$ cat src/rtl/video_frame_monitor_pkg.sv
// Purpose: shared types, widths and helpers for the video frame monitor.
// Latency: n/a (declarations only).
// Backpressure: n/a.
//
// Contents: FSM state enum, accumulator/stat widths, RGB pixel layout,
// saturating arithmetic helpers used by the accumulators.
package video_frame_monitor_pkg;

  localparam int SUM_W  = 27;   // per-channel frame sum
  localparam int CNT_W  = 11;   // pixel-in-line and line counters
  localparam int FCNT_W = 16;   // completed-frame counter
  localparam int PIX_W  = 24;   // one RGB888 pixel

  typedef enum logic [1:0] {
    IDLE   = 2'd0,
    ACTIVE = 2'd1,
    REPORT = 2'd2
  } state_t;

  // Pixel layout on video_data: {R[23:16], G[15:8], B[7:0]}.
  typedef struct packed {
    logic [7:0] r;
    logic [7:0] g;
    logic [7:0] b;
  } rgb_t;

  // Everything that is cleared together at frame boundaries.
  typedef struct packed {
    logic [SUM_W-1:0] sum_r;
    logic [SUM_W-1:0] sum_g;
    logic [SUM_W-1:0] sum_b;
    logic [CNT_W-1:0] pix_cnt;
    logic [CNT_W-1:0] line_cnt;
    logic             line_err;
  } acc_t;

  // Add one 8-bit channel sample, clamping at all-ones instead of wrapping.
  function automatic logic [SUM_W-1:0] sat_add(input logic [SUM_W-1:0] s,
                                               input logic [7:0]       v);
    logic [SUM_W:0] t;
    t = {1'b0, s} + {{(SUM_W + 1 - 8){1'b0}}, v};
    return t[SUM_W] ? {SUM_W{1'b1}} : t[SUM_W-1:0];
  endfunction

  // Counter increment that sticks at its maximum.
  function automatic logic [CNT_W-1:0] sat_inc(input logic [CNT_W-1:0] c);
    return (c == {CNT_W{1'b1}}) ? c : c + 1'b1;
  endfunction

endpackage

$ cat src/rtl/video_frame_monitor_if.sv
// Purpose: bundles the incoming video timing/pixel stream and the per-frame stats.
// Latency: n/a (wiring only).
// Backpressure: none; the video source is free-running and the stats are a pulse.
//
// master: video source / stats consumer (drives video_*, reads stat_*/frame_cnt)
// slave : the monitor (reads video_*, drives stat_*/frame_cnt)
interface video_frame_monitor_if;
  import video_frame_monitor_pkg::*;

  logic              video_vsync;
  logic              video_hsync;
  logic              video_de;
  logic [PIX_W-1:0]  video_data;

  logic              stat_valid;
  logic [SUM_W-1:0]  stat_sum_r;
  logic [SUM_W-1:0]  stat_sum_g;
  logic [SUM_W-1:0]  stat_sum_b;
  logic [CNT_W-1:0]  stat_pix_lines;
  logic              stat_line_err;
  logic              stat_frame_err;
  logic [FCNT_W-1:0] frame_cnt;

  modport master (
    output video_vsync, video_hsync, video_de, video_data,
    input  stat_valid, stat_sum_r, stat_sum_g, stat_sum_b,
    input  stat_pix_lines, stat_line_err, stat_frame_err, frame_cnt
  );

  modport slave (
    input  video_vsync, video_hsync, video_de, video_data,
    output stat_valid, stat_sum_r, stat_sum_g, stat_sum_b,
    output stat_pix_lines, stat_line_err, stat_frame_err, frame_cnt
  );

endinterface

$ cat src/rtl/sync_edge_detect.sv
// Purpose: one-cycle pulses on vsync rising edge and hsync falling edge (line end).
// Latency: combinational against the one-cycle registered copy of each sync.
// Backpressure: none.
//
// Ports: clk, rst_n (async, active low); vsync, hsync in; vs_rise, hs_fall out.
module sync_edge_detect (
  input  logic clk,
  input  logic rst_n,
  input  logic vsync,
  input  logic hsync,
  output logic vs_rise,
  output logic hs_fall
);

  logic vs_d;
  logic hs_d;

  always_ff @(posedge clk or negedge rst_n) begin
    if (!rst_n) begin
      vs_d <= 1'b0;
      hs_d <= 1'b0;
    end else begin
      vs_d <= vsync;
      hs_d <= hsync;
    end
  end

  assign vs_rise = vsync & ~vs_d;
  assign hs_fall = ~hsync & hs_d;

endmodule

$ cat src/rtl/video_frame_monitor.sv
// Purpose: per-frame RGB sums, line counting and geometry checking of a video stream.
// Latency: stats valid 2 cycles after vsync is first sampled high; held until next report.
// Backpressure: none; observes the stream only and never stalls it.
//
// Ports: clk, rst_n (async, active low); vif (slave) carries video_vsync/hsync/de/data
// in and stat_valid, stat_sum_r/g/b, stat_pix_lines, stat_line_err, stat_frame_err,
// frame_cnt out. IMG_HDISP/IMG_VDISP give the expected frame geometry.
module video_frame_monitor
  import video_frame_monitor_pkg::*;
#(
  parameter int IMG_HDISP = 640,
  parameter int IMG_VDISP = 480
) (
  input  logic                 clk,
  input  logic                 rst_n,
  video_frame_monitor_if.slave vif
);

  localparam logic [CNT_W-1:0] HDISP_C = CNT_W'(IMG_HDISP);
  localparam logic [CNT_W-1:0] VDISP_C = CNT_W'(IMG_VDISP);
  localparam logic [CNT_W-1:0] CNT_MAX = {CNT_W{1'b1}};

  logic   vs_rise;
  logic   hs_fall;
  logic   pix_ok;
  rgb_t   px;
  state_t state;
  acc_t   acc;

  sync_edge_detect u_sync_edge_detect (
    .clk     (clk),
    .rst_n   (rst_n),
    .vsync   (vif.video_vsync),
    .hsync   (vif.video_hsync),
    .vs_rise (vs_rise),
    .hs_fall (hs_fall)
  );

  assign px = vif.video_data;

  // Only pixels inside an active line and outside vertical sync count.
  assign pix_ok = vif.video_de & vif.video_hsync & ~vif.video_vsync;

  always_ff @(posedge clk or negedge rst_n) begin
    if (!rst_n) begin
      state              <= IDLE;
      acc                <= '0;
      vif.stat_valid     <= 1'b0;
      vif.stat_sum_r     <= '0;
      vif.stat_sum_g     <= '0;
      vif.stat_sum_b     <= '0;
      vif.stat_pix_lines <= '0;
      vif.stat_line_err  <= 1'b0;
      vif.stat_frame_err <= 1'b0;
      vif.frame_cnt      <= '0;
    end else begin
      vif.stat_valid <= 1'b0;
      case (state)
        // Out of reset we have no idea where in the frame we are, so the
        // first vsync only opens a measurement window.
        IDLE: begin
          if (vs_rise) begin
            acc   <= '0;
            state <= ACTIVE;
          end
        end

        ACTIVE: begin
          if (pix_ok) begin
            acc.sum_r   <= sat_add(acc.sum_r, px.r);
            acc.sum_g   <= sat_add(acc.sum_g, px.g);
            acc.sum_b   <= sat_add(acc.sum_b, px.b);
            acc.pix_cnt <= sat_inc(acc.pix_cnt);
          end
          // pix_ok needs hsync high and hs_fall needs it low, so the two
          // never update pix_cnt in the same cycle.
          if (hs_fall) begin
            acc.line_cnt <= sat_inc(acc.line_cnt);
            if ((acc.pix_cnt != HDISP_C) || (acc.pix_cnt == CNT_MAX)) begin
              acc.line_err <= 1'b1;
            end
            acc.pix_cnt <= '0;
          end
          // A line end in the same cycle lands in acc at this edge, so
          // REPORT sees it.
          if (vs_rise) begin
            state <= REPORT;
          end
        end

        REPORT: begin
          vif.stat_valid     <= 1'b1;
          vif.stat_sum_r     <= acc.sum_r;
          vif.stat_sum_g     <= acc.sum_g;
          vif.stat_sum_b     <= acc.sum_b;
          vif.stat_pix_lines <= acc.line_cnt;
          vif.stat_line_err  <= acc.line_err;
          vif.stat_frame_err <= (acc.line_cnt != VDISP_C) | acc.line_err;
          vif.frame_cnt      <= vif.frame_cnt + 1'b1;
          acc                <= '0;
          state              <= ACTIVE;
        end

        default: state <= IDLE;
      endcase
    end
  end

endmodule
$ cat src/flat_wrapper.sv
// flat-port wrapper written by rule: the top's interface ports become plain ports
module video_frame_monitor_flat import video_frame_monitor_pkg::*;
#(
  parameter int IMG_HDISP = 640,
  parameter int IMG_VDISP = 480
)
  (clk, rst_n, vif_video_vsync, vif_video_hsync, vif_video_de, vif_video_data, vif_stat_valid, vif_stat_sum_r, vif_stat_sum_g, vif_stat_sum_b, vif_stat_pix_lines, vif_stat_line_err, vif_stat_frame_err, vif_frame_cnt);
  video_frame_monitor_if vif_i ();
  input  logic clk;
  input  logic rst_n;
  input wire logic [$bits(vif_i.video_vsync)-1:0] vif_video_vsync;
  input wire logic [$bits(vif_i.video_hsync)-1:0] vif_video_hsync;
  input wire logic [$bits(vif_i.video_de)-1:0] vif_video_de;
  input wire logic [$bits(vif_i.video_data)-1:0] vif_video_data;
  output wire logic [$bits(vif_i.stat_valid)-1:0] vif_stat_valid;
  output wire logic [$bits(vif_i.stat_sum_r)-1:0] vif_stat_sum_r;
  output wire logic [$bits(vif_i.stat_sum_g)-1:0] vif_stat_sum_g;
  output wire logic [$bits(vif_i.stat_sum_b)-1:0] vif_stat_sum_b;
  output wire logic [$bits(vif_i.stat_pix_lines)-1:0] vif_stat_pix_lines;
  output wire logic [$bits(vif_i.stat_line_err)-1:0] vif_stat_line_err;
  output wire logic [$bits(vif_i.stat_frame_err)-1:0] vif_stat_frame_err;
  output wire logic [$bits(vif_i.frame_cnt)-1:0] vif_frame_cnt;
  assign vif_i.video_vsync = vif_video_vsync;
  assign vif_i.video_hsync = vif_video_hsync;
  assign vif_i.video_de = vif_video_de;
  assign vif_i.video_data = vif_video_data;
  assign vif_stat_valid = vif_i.stat_valid;
  assign vif_stat_sum_r = vif_i.stat_sum_r;
  assign vif_stat_sum_g = vif_i.stat_sum_g;
  assign vif_stat_sum_b = vif_i.stat_sum_b;
  assign vif_stat_pix_lines = vif_i.stat_pix_lines;
  assign vif_stat_line_err = vif_i.stat_line_err;
  assign vif_stat_frame_err = vif_i.stat_frame_err;
  assign vif_frame_cnt = vif_i.frame_cnt;
  video_frame_monitor #(.IMG_HDISP(IMG_HDISP), .IMG_VDISP(IMG_VDISP)) u_core (.clk(clk), .rst_n(rst_n), .vif(vif_i));
endmodule
$ cat config.mk
export PLATFORM = sky130hd
export DESIGN_NAME = video_frame_monitor_flat
export DESIGN_NICKNAME = d
export VERILOG_FILES = /design/src/rtl/video_frame_monitor_pkg.sv /design/src/rtl/video_frame_monitor_if.sv /design/src/rtl/sync_edge_detect.sv /design/src/rtl/video_frame_monitor.sv /design/src/flat_wrapper.sv
export SDC_FILE = /design/constraint.sdc
export NUM_CORES = 1
export LEC_CHECK = 0
export ABC_AREA = 1
export CAP_MARGIN = 10
export CELL_PAD_IN_SITES_DETAIL_PLACEMENT = 0
export CELL_PAD_IN_SITES_GLOBAL_PLACEMENT = 1
export CORE_MARGIN = 4
export CORE_UTILIZATION = 36
export DETAILED_ROUTE_END_ITERATION = 12
export GPL_ROUTABILITY_DRIVEN = 1
export PLACE_DENSITY = 0.81
export SLEW_MARGIN = 10
export SYNTH_ARGS = -nofsm -noshare
export SYNTH_HDL_FRONTEND = slang
export SYNTH_SLANG_ARGS = --single-unit
export TNS_END_PERCENT = 100
$ cat constraint.sdc
create_clock -name clk -period 3.1 [get_ports clk]
set_input_delay 0.62 -clock clk [delete_from_list [all_inputs] [get_ports clk]]
set_output_delay 0.62 -clock clk [all_outputs]
set_load 0.03 [all_outputs]
==> flow_metrics.env, run 1 <==
export IMPL_status="finished, final reports clean"
export IMPL_hold_violations=0
export IMPL_grt_max_degree=87
export IMPL_cts_resized=0
export IMPL_drive_gt1_share_pct=5.49
export IMPL_synthMuxAreaShare_pct=0
export IMPL_irDropWorstVdd_uv=438
export IMPL_mostFrequentLayoutCells="nand2_1 (730), dfrtp_1 (219), inv_1 (206)"
export IMPL_yosysSeqAreaShare_pct=43.7
export IMPL_worst_slack_ns=0.763
export IMPL_min_period_ns=2.34
export IMPL_clock_latency_ns=0.53
export IMPL_cts_setup_buffers=0
export IMPL_hp_class="in2async"
export IMPL_row_count=68
export IMPL_tns_ns=0
export IMPL_synthArstFlopShare_pct=100
export IMPL_clock_path_buffers=3
export IMPL_start_kind="input port"
export IMPL_power_w=0.00983
export IMPL_coreArea_um2=34500
export IMPL_syn_inst=1773
export IMPL_start_util_pct=36.4
export IMPL_synth_nets=1834
export IMPL_place_ws_ns=0.219
export IMPL_period_share_pct=75.4
export IMPL_r2r_start="u_core.acc[50]"
export IMPL_cts_sinks=219
export IMPL_drtPass1Iterations=5
export IMPL_wl_per_cell_um=14.7
export IMPL_layout_commonest_cell="nand2_1"
export IMPL_tritoncts="built"
export IMPL_via_count=11500
export IMPL_clockRootBuffer="clkbuf_16"
export IMPL_dieArea_um2=37900
export IMPL_fmax_mhz=428
export IMPL_cts_htree_levels=1
export IMPL_die_w_um=195
export IMPL_synth_top_family_by_area="simple AND/OR/NAND/NOR gates"
export IMPL_endpoint_kind="register"
export IMPL_route_detailed_drc=0
export IMPL_synthSimpleGateAreaFrac_pct=35.4
export IMPL_synth_top_area_share_pct=43.7
export IMPL_worstMarginPinSlew_ns=0.981
export IMPL_yosysTopAreaCell="dfrtp_1"
export IMPL_p_leak_nw=7.69
export IMPL_slew_headroom_pct=34.5
export IMPL_cts_buffers=27
export IMPL_maxCapViolations=0
export IMPL_io_pins=140
export IMPL_critical_path_class="in2reg"
export IMPL_clk_pin_slew_ns=0.06
export IMPL_p_per_area_nw_per_um2=639
export IMPL_hold_slack_ns=0.0887
export IMPL_ys_warn_count=0
export IMPL_synth_edff_count=0
export IMPL_synth_compound_area_share_pct=6.91
export IMPL_critPathArrivalTime_ns=2.73
export IMPL_gp_congestion=0.905
export IMPL_synth_flop_cell="dfrtp_1"
export IMPL_ant_nets=0
export IMPL_drtIter0Drc=705
export IMPL_crit_required_ns=3.50
export IMPL_synth_seq_cells=219
export IMPL_grt_overflow_total=0
export IMPL_finalSetupViolCount=0
export IMPL_grtUsageTotal_pct=18.3
export IMPL_dpl_cell_area_um2=14500
export IMPL_synth_area_um2=12500
export IMPL_rsz0062_at_grt="no"
export IMPL_grt_pass1_wl_um=58300
export IMPL_hpwlAfterDp_um=25500
export IMPL_synth_xor_area_share_pct=2.30
export IMPL_drv_slew=0
export IMPL_antenna_found_initial=0
export IMPL_vias_per_cell=4.81
export IMPL_reg2regPathDepth=10
export IMPL_fin_nets=1971
export IMPL_fin_area_um2=15400
export IMPL_cts_hold_buf=0
export IMPL_path_max_fanout=15
export IMPL_areaGrowthSynthToFinish_pct=22.7
export IMPL_antenna_cells=0
export IMPL_dieHeight_um=195
export IMPL_r2r_slack_ns=0.89
export IMPL_skew_ns=0.0154
export IMPL_r2r_end="u_core.acc[58]"
export IMPL_syn_mean_instance_area_um2=7.07
export IMPL_totalWireLength_um=35100
export IMPL_grt_pass1_vias=11300
export IMPL_netlist_top_cells_area="dfrtp_1 (44%), nand2_1 (22%), inv_1 (6.2%), nand3_1 (5.7%), o21ai_0 (5.2%)"
export IMPL_portBuffers=139
export IMPL_synth_adder_area_share_pct=3.37
export IMPL_ys_types=38
## per-stage QoR
step           instances  util (%)
2_1_floorplan       1773         -
3_3_place_gp        2336      41.9
3_5_place_dp        2336      41.9
4_1_cts             2385      44.7
5_1_grt             2385      44.7
6_report            2385      44.7
## layout make-up
class,instances,area (um^2)
clock buffers,39,801
clock inverters,10,136
fillers,3503,19100
inverters,214,806
multi-input cells,1293,6020
flip-flops and latches,219,5480
well taps,455,569
repair buffers,155,1580
## state kept, by name, summed over array words and instances, names as in the netlist
register,count
u_core.vif.stat_sum_g,27
u_core.vif.frame_cnt,16
u_core.vif.stat_sum_r,27
u_core.state,2
u_core.u_sync_edge_detect.vs_d,1
u_core.vif.stat_valid,1
u_core.u_sync_edge_detect.hs_d,1
u_core.vif.stat_sum_b,27
u_core.vif.stat_line_err,1
u_core.vif.stat_frame_err,1
u_core.acc,104
u_core.vif.stat_pix_lines,11
## metal layers
metal | GRT usage, % | up-vias | routed length, um
li1 | - | 5824 | -
met5 | 0 | - | 0
met2 | 31.2 | 210 | 16600
met3 | 2.01 | 59 | 1290
met4 | 5.36 | 0 | 1030
met1 | 24.7 | 5370 | 16200
## critical path, stage by stage
cell             delay, ns
clkdlybuf4s50_1       0.47
ha_1                  0.19
inv_1                 0.07
fa_1                  0.40
o21ai_1               0.23
nand3_1               0.13
nand2_2               0.25
xor2_1                0.17
nand2_1               0.06
nand2_1               0.06
o21ai_0               0.07
## kinds of logic after synthesis
group	after synthesis
compound gates	169
xor+xnor	33
fa+ha+maj	32
buf+inv	261
flops	219
simple gates	1059
## synth_stat cells, types with 4 or more instances
master    instances
nor2_2            4
nand3_1         142
nor3_1           10
o21ai_0         130
o21ai_1          20
buf_6             5
xor2_1           23
buf_2            17
nor2_4            6
a21oi_1          15
nor2_1          107
inv_1           207
nand2_1         730
clkbuf_1         23
nand3_2           4
dfrtp_1         219
xnor2_1          10
nand2_2          11
nand4_1          26
ha_1             29
inv_2             6
nor4_1            7
## report_power, final
part | switching [W] | leakage (nW) | internal [W]
combinational | 0.00197 | 4.22 | 0.00103
sequential | 0.000303 | 3.01 | 0.00323
clock | 0.00126 | 0.466 | 0.00204
## worst max-delay path by stage
stage	start	endpoint	slack, ns	cells after the start
floorplan	vif_video_data[8]	u_core.acc[74]	0.95	12
global placement	vif_video_data[8]	u_core.acc[58]	0.20	11
detailed placement	vif_video_data[8]	u_core.acc[58]	0.22	11
CTS	vif_video_data[8]	u_core.acc[58]	0.77	11
global route	vif_video_data[8]	u_core.acc[68]	0.55	12
finish	vif_video_data[8]	u_core.acc[58]	0.76	11
Note: power is estimated with default switching activity, not from simulation.
==> run 2: changes to the inputs <==
clock period = 2.25 ns   (was 3.1 ns; I/O delays follow)
==> flow_metrics.env, run 2 (synthesis results as in run 1) <==
export IMPL_final_cell_count_no_fill=2478
export IMPL_drv_slew=0
export IMPL_p_leak_nw=8.17
export IMPL_critPathArrivalTime_ns=1.66
export IMPL_period_share_pct=93.6
export IMPL_tritoncts="built"
export IMPL_p_per_area_nw_per_um2=876
export IMPL_fmax_mhz=475
export IMPL_via_count=11700
export IMPL_grt_max_degree=82
export IMPL_start_kind="register"
export IMPL_drtPass1Iterations=5
export IMPL_antenna_found_initial=0
export IMPL_portBuffers=139
export IMPL_crit_required_ns=1.80
export IMPL_endpoint_kind="primary output"
export IMPL_cpPeakStageDelay_ns=0.70
export IMPL_dieHeight_um=195
export IMPL_dieArea_um2=37900
export IMPL_clock_latency_ns=0.53
export IMPL_placedCellCount=2427
export IMPL_regMostFlops="u_core.acc"
export IMPL_slew_headroom_pct=66.9
export IMPL_coreArea_um2=34500
export IMPL_rsz0062_at_grt="no"
export IMPL_grt_overflow_total=0
export IMPL_row_count=68
export IMPL_route_detailed_drc=0
export IMPL_clockRootBuffer="clkbuf_16"
export IMPL_layout_commonest_cell="nand2_1"
export IMPL_wl_per_cell_um=14.4
export IMPL_mostFrequentLayoutCells="nand2_1 (730), dfrtp_1 (219), inv_1 (206)"
export IMPL_status="finished, final reports clean"
export IMPL_grt_pass1_wl_um=59400
export IMPL_ant_nets=0
export IMPL_crit_buf_inv=1
export IMPL_maxCapViolations=0
export IMPL_cpMaxStageDelayCell="clkdlybuf4s50_1"
export IMPL_cts_htree_levels=1
export IMPL_antenna_cells=0
export IMPL_hpwlAfterDp_um=26400
export IMPL_path_cells="clkdlybuf4s50_1"
export IMPL_largest_register_ffs=104
export IMPL_critical_path_class="reg2out"
export IMPL_worstMarginPinSlew_ns=0.496
export IMPL_areaGrowthSynthToFinish_pct=28.8
export IMPL_fin_nets=2064
export IMPL_drtIter0Drc=653
export IMPL_start_util_pct=36.4
export IMPL_grtUsageTotal_pct=18.8
export IMPL_skew_ns=0.0106
export IMPL_vias_per_cell=4.74
export IMPL_gp_congestion=0.884
export IMPL_cts_sinks=219
export IMPL_power_w=0.0141
export IMPL_clock_path_buffers=3
export IMPL_totalWireLength_um=35600
export IMPL_irDropWorstVdd_uv=562
export IMPL_path_max_fanout=5
export IMPL_die_w_um=195
export IMPL_min_period_ns=2.11
export IMPL_cp_top_family="buffers and inverters"
export IMPL_grt_pass1_vias=11600
export IMPL_drive_gt1_share_pct=9.79
export IMPL_io_pins=140
export IMPL_cts_buffers=27
export IMPL_clk_pin_slew_ns=0.06
export IMPL_finalSetupViolCount=0
export IMPL_hp_class="in2reg"
export IMPL_hold_violations=0
## run 2: cell types whose count changed in the layout (fill, tap and decap cells not counted), sizes merged
cell / change
buf: +92
inv: -1
clkinv: +1
clkinvlp: +3
clkbuf: -4
dlygate4sd3: +1
bufinv: +1
## run 2: worst register-to-register path, stage by stage (launching register included)
cell and delay [ns]:
dfrtp_1 0.40, ha_1 0.22, fa_1 0.41, nand3_1 0.10, nand3_1 0.15, nand3_1 0.13
nand2_1 0.18, nand2_1 0.11, nand3_1 0.08, nand2_1 0.06, o21ai_0 0.08
## run 2: final timing paths
path / startpoint / end / slack (ns) / cells past startpoint
worst min register to register: u_core.vif.stat_sum_g[16] / u_core.vif.stat_sum_g[16] / 0.47 / 2
max in group asynchronous: rst_n / u_core.vif.stat_sum_r[1] / 1.04 / 3
worst max register to register: u_core.acc[77] / u_core.acc[85] / 0.21 / 10
worst min-delay path: vif_video_vsync / u_core.u_sync_edge_detect.vs_d / 0.41 / 1
min in group asynchronous: rst_n / u_core.vif.stat_sum_g[13] / 0.45 / 2
worst max-delay path: u_core.vif.frame_cnt[11] / vif_frame_cnt[11] / 0.14 / 1
## run 2: repair_timing
item,in CTS,in global routing
hold buffers,1,0
setup buffers,0,1
setup endpoints to repair,0,3
gates resized for setup,0,1
endpoints found under the hold margin,52,0
## run 2: layout make-up
class	count	area (um^2)
fill	3580	18300
multi-input combinational	1293	6020
sequential	219	5480
timing repair buffer	248	2350
inverter	214	806
clock buffer	35	736
tap	455	569
clock inverter	14	185
## run 2: report_power, final
group,leakage (nW),internal [W],switching (W),total [W]
sequential,3.01,0.00445,0.000403,0.00485
clock,0.445,0.00276,0.00175,0.00451
combinational,4.71,0.00194,0.00283,0.00477
total,8.17,0.00916,0.00499,0.0141
## run 2: layer usage
layer	GRT usage (%)	share of wire, %	wire length [um]	vias to the layer above
met5	0	0	0	-
met4	4.64	2.4	866	0
met3	2.51	3.3	1170	54
met2	32.1	48	17000	177
met1	25.3	47	16600	5490
li1	-	-	-	6020
## run 2: through the flow
step	TNS [ns]	worst slack [ns]	hold slack (ns)	area (um^2)	util (%)
final	0	0.144	0.413	16200	46.9
after global routing	0	0.0217	0.404	16200	46.9
after CTS	0	0.108	0.386	16100	46.8
after detailed placement	-12.66	-0.321	0.428	15200	44.1
after global placement	-10.53	-0.322	0.425	15200	44.1
after floorplan	0	0.267	0.154	12500	-
